--- src/rtl/spi_slave_if.sv ---
// SPI slave front end: deserialises command/data frames from MOSI and
// returns RAM read bytes on MISO, MSB first, for the SPI-to-RAM slave.
module spi_slave_if #(
  parameter int DATA_WIDTH = 8
) (
  input  logic                  clk,
  input  logic                  rst_n,
  input  logic                  SS_n,
  input  logic                  MOSI,
  output logic                  MISO,
  output logic [DATA_WIDTH+1:0] rx_data,
  output logic                  rx_valid,
  input  logic [DATA_WIDTH-1:0] tx_data,
  input  logic                  tx_valid
);

  localparam int FW = DATA_WIDTH + 2;
  localparam int CW = $clog2(FW + 1);
  localparam int TW = $clog2(DATA_WIDTH + 1);

  typedef enum logic [2:0] {
    IDLE,
    CHK_CMD,
    WRITE,
    READ_ADD,
    READ_DATA
  } state_t;

  typedef enum logic [1:0] {
    TX_WAIT,
    TX_SHIFT,
    TX_DONE
  } tx_ph_t;

  state_t                  state_q;
  tx_ph_t                  tx_ph_q;
  logic [CW-1:0]           bit_cnt_q;
  logic [FW-1:0]           rx_shift_q;
  logic [FW-1:0]           rx_shift_d;
  logic [DATA_WIDTH-1:0]   tx_shift_q;
  logic [TW-1:0]           tx_cnt_q;
  logic                    rd_addr_done_q;
  logic                    miso_q;
  logic [FW-1:0]           rx_data_q;
  logic                    rx_valid_q;
  logic                    last_bit;
  logic                    frame_done;
  logic [1:0]              cmd_d;

  assign MISO     = miso_q;
  assign rx_data  = rx_data_q;
  assign rx_valid = rx_valid_q;

  // Receive shifter with the current MOSI bit appended
  assign rx_shift_d = {rx_shift_q[FW-2:0], MOSI};
  assign cmd_d      = rx_shift_d[FW-1 -: 2];
  assign last_bit   = (bit_cnt_q == CW'(FW - 1));
  assign frame_done = (bit_cnt_q == CW'(FW));

  // Frame FSM, receive path, read-address tracking and MISO shifter
  always_ff @(posedge clk or negedge rst_n) begin
    if (!rst_n) begin
      state_q        <= IDLE;
      tx_ph_q        <= TX_WAIT;
      bit_cnt_q      <= '0;
      rx_shift_q     <= '0;
      tx_shift_q     <= '0;
      tx_cnt_q       <= '0;
      rd_addr_done_q <= 1'b0;
      miso_q         <= 1'b0;
      rx_data_q      <= '0;
      rx_valid_q     <= 1'b0;
    end else begin
      rx_valid_q <= 1'b0;
      if (state_q != IDLE && SS_n) begin
        // Deselect aborts any frame; partial frames are dropped
        state_q    <= IDLE;
        tx_ph_q    <= TX_WAIT;
        bit_cnt_q  <= '0;
        rx_shift_q <= '0;
        tx_shift_q <= '0;
        tx_cnt_q   <= '0;
        miso_q     <= 1'b0;
      end else begin
        case (state_q)
          IDLE: begin
            if (!SS_n) begin
              state_q <= CHK_CMD;
            end
          end
          CHK_CMD: begin
            rx_shift_q <= rx_shift_d;
            bit_cnt_q  <= CW'(1);
            if (!MOSI) begin
              state_q <= WRITE;
            end else if (rd_addr_done_q) begin
              state_q <= READ_DATA;
            end else begin
              state_q <= READ_ADD;
            end
          end
          WRITE, READ_ADD, READ_DATA: begin
            if (!frame_done) begin
              rx_shift_q <= rx_shift_d;
              bit_cnt_q  <= bit_cnt_q + CW'(1);
              if (last_bit) begin
                rx_data_q  <= rx_shift_d;
                rx_valid_q <= 1'b1;
                if (cmd_d == 2'b10) begin
                  rd_addr_done_q <= 1'b1;
                end else if (cmd_d == 2'b11) begin
                  rd_addr_done_q <= 1'b0;
                end
              end
            end else if (state_q == READ_DATA) begin
              case (tx_ph_q)
                TX_WAIT: begin
                  if (tx_valid) begin
                    tx_shift_q <= tx_data;
                    tx_cnt_q   <= TW'(DATA_WIDTH);
                    tx_ph_q    <= TX_SHIFT;
                  end
                end
                TX_SHIFT: begin
                  if (tx_cnt_q != '0) begin
                    miso_q     <= tx_shift_q[DATA_WIDTH-1];
                    tx_shift_q <= {tx_shift_q[DATA_WIDTH-2:0], 1'b0};
                    tx_cnt_q   <= tx_cnt_q - TW'(1);
                  end else begin
                    miso_q  <= 1'b0;
                    tx_ph_q <= TX_DONE;
                  end
                end
                TX_DONE: begin
                  miso_q <= 1'b0;
                end
                default: begin
                  tx_ph_q <= TX_DONE;
                end
              endcase
            end
          end
          default: begin
            state_q <= IDLE;
          end
        endcase
      end
    end
  end

endmodule

--- config.mk ---
export PLATFORM = sky130hd
export DESIGN_NAME = spi_slave_if
export DESIGN_NICKNAME = d
export VERILOG_FILES = /design/src/rtl/spi_slave_if.sv
export SDC_FILE = /design/constraint.sdc
export NUM_CORES = 1
export LEC_CHECK = 0
export BUFFER_PORTS_ARGS = -buffer_cell sky130_fd_sc_hd__buf_2
export CORE_MARGIN = 2
export CORE_UTILIZATION = 50
export CTS_CLUSTER_SIZE = 30
export DETAILED_ROUTE_END_ITERATION = 16
export MAX_ROUTING_LAYER = met4
export PLACE_DENSITY = 0.7
export SLEW_MARGIN = 25
export SYNTH_ARGS = -nofsm -noshare
export SYNTH_HDL_FRONTEND = slang
export SYNTH_SLANG_ARGS = --single-unit
--- constraint.sdc ---
create_clock -name clk -period 3.4 [get_ports clk]
set_input_delay 0.68 -clock clk [delete_from_list [all_inputs] [get_ports clk]]
set_output_delay 0.68 -clock clk [all_outputs]
set_load 0.02 [all_outputs]
==> impl_metrics.py <==
metrics = {
    "synth": {
        "ys_warn_count": 0,
        "ys_ff_latch": 43,
        "postSynth.asyncResetShare": 1.00,
        "synth.area.top_cells": "dfrtp_1, mux2_2, nand2_1",
        "ys.flop_type": "dfrtp_1",
        "netlist_instances": 211,
        "syn_area_per_cell_um2": 10.3,
        "yosys.area.top_type": "dfrtp_1",
        "synth_edf_count": 0,
        "yosysSeqAreaShare": 0.495,
        "syn_area_mm2": 0.00217,
        "ys_types": 42,
        "syn_nets": 229,
        "netlist.area_leader.share": 0.495,
    },
    "worst_setup_path": {
        "path_cells": "or3b_1 > a2111oi_4 > a21oi_1 > a311oi_1",
        "crit_required_ps": 3610,
        "crit-reg2reg-launch": "state_q[2]",
        "cp-start-kind": "register",
        "worst-setup-path-type": "register to register",
        "cp.arrival_ps": 2700,
        "critPathMaxFanout": 19,
        "critPathMaxStageDelay_ps": 870,
        "startpoint": "state_q[2]",
        "cp-end-kind": "register",
        "crit_slowest_cell": "a2111oi_4",
    },
    "timing": {
        "maxSlewHeadroom": 0.357,
        "fin_setup_tns_ps": 0,
        "period_share": 0.734,
        "clock_skew_ps": 6.52,
        "worst_pin_slew_ps": 964,
        "timing.fmax_mhz": 401,
        "layout_min_cycle_time_ps": 2490,
        "grt_setup_unrepaired": "no",
        "hold_viol": 0,
        "setup_viol": 0,
        "finalMaxSlewViolations": 0,
    },
    "clock_network": {
        "cts_tree": "built",
        "clock_sinks": 43,
        "clkTransAtPathRegs_ps": 90,
        "hold_buffers": 0,
        "cts_resized": 0,
        "cts_root_buffer": "clkbuf_8",
        "clkLatencyLatePin_ps": 300,
        "numCtsBuffers": 5,
        "htree_levels": 2,
        "postCtsSetupBuffers": 0,
        "cts_max_path_buffers": 2,
    },
    "power_and_ir_drop": {
        "ir_drop_mv": 0.285,
        "p_leak_nw": 1.08,
        "p_total_mw": 0.975,
        "p_per_area_mw_per_mm2": 411,
    },
    "route": {
        "drt_iter0_drc": 81,
        "wl_um": 3910,
        "dr.pass1.iters": 4,
        "drc": 0,
        "wl_per_cell_um": 14.0,
        "via_per_inst": 5.79,
        "route.vias.total": 1621,
        "ant_nets": 0,
    },
    "final_layout": {
        "final_common_cell": "dfrtp_1",
        "final_cell_mix": "dfrtp_1, nand2_1, buf_2",
        "syn_to_final_growth_pct": 9.33,
        "fin_nets": 247,
        "drive_gt1_frac": 0.200,
        "diodes": 0,
        "final_util": 0.581,
    },
    "floorplanning": {
        "num_io_pins": 25,
        "dieArea_mm2": 0.00489,
        "initial_core_util": 0.532,
        "die_w_um": 69.9,
        "rows": 23,
        "die-height_um": 69.9,
        "core-area_mm2": 0.00409,
    },
    "min_path": {
        "min_path_type": "input pin to asynchronous set/reset pin",
    },
    "global_routing": {
        "grt_max_degree": 44,
        "grt_pass1_vias": 1504,
        "antenna_found_initial": 0,
        "gr-usage-all-layers": 0.180,
        "gr-total-overflow": 0,
        "grt_pass1_wl_um": 6920,
    },
    "placed_design": {
        "portBuffers": 24,
        "hpwlAfterDp_um": 2600,
        "globalplace.congestion": 0.851,
    },
    "run": {
        "drv_cap": 0,
    },
    "run_status": {
        "status": "completed",
    },
}
critical path: cells and delay by family (launching register included):
kind / cells / cell delay (ps)
compound gates: 3 / 1280
flops: 1 / 600
simple gates: 1 / 530
final cells by class:
type                    instances  area, um2
fillers                       356       1710
flip-flops and latches         43       1080
multi-input cells             147        991
repair buffers                 26        138
clock buffers                   6       72.6
well taps                      50       62.6
inverters                       6       22.5
clock inverters                 2       12.5
cells in the mapped netlist, types with 6 or more instances:
library cell and n:
nand2b_1 8, nor2_1 18, nand3_1 7, inv_1 6
nor3_1 6, mux2_2 10, a21oi_1 9, clkbuf_1 9
a22o_1 9, dfrtp_1 43, nand2_1 24, a311oi_1 8
registers in the layout (all words and copies together) (netlist names):
register,count
MISO,1
bit_cnt_q,4
rd_addr_done_q,1
rx_data,10
rx_shift_q,9
rx_valid,1
state_q,3
tx_cnt_q,4
tx_ph_q,2
tx_shift_q,8
through the flow:
stage / std cells / hold slack, ps / area (um2) / setup WS [ps]
finish: 280 / 355 / 2370 / 906
global route: 280 / 404 / 2370 / 641
CTS: 280 / 513 / 2370 / 895
detailed placement: 272 / 492 / 2290 / 874
global placement: 272 / 487 / 2290 / 983
floorplan: 211 / 384 / 2170 / 1190
kinds of logic after synthesis:
logic type | share of synthesized area
compound gates | 0.194
buf+inv | 0.0484
flops | 0.495
simple gates | 0.173
fa+ha+maj | 0.0288
xor+xnor | 0.00403
mux | 0.0565
routing by layer:
| metal | global-route usage | part of all wire |
|---|---|---|
| met4 | 0.0470 | 0.015 |
| met2 | 0.262 | 0.43 |
| met1 | 0.250 | 0.51 |
| met5 | - | 0 |
| met3 | 0.0491 | 0.038 |
power breakdown:
part           total (mW)  internal (mW)  switching (mW)
Sequential          0.556          0.530          0.0261
Clock               0.321          0.144           0.177
Combinational      0.0986         0.0399          0.0587
Total               0.975          0.714           0.262
path summary, 6_finish.rpt:
check,depth (start not counted),endpoint,slack [ps]
min in group clk,1,rx_data[2],510
setup / recovery,4,tx_cnt_q[3],910
hold / removal,1,tx_ph_q[0],350
setup reg to reg,4,tx_cnt_q[3],910
hold reg to reg,1,rx_data[2],510
max in group asynchronous,1,rx_shift_q[5],2660
Note: power is estimated with default switching activity, not from simulation.
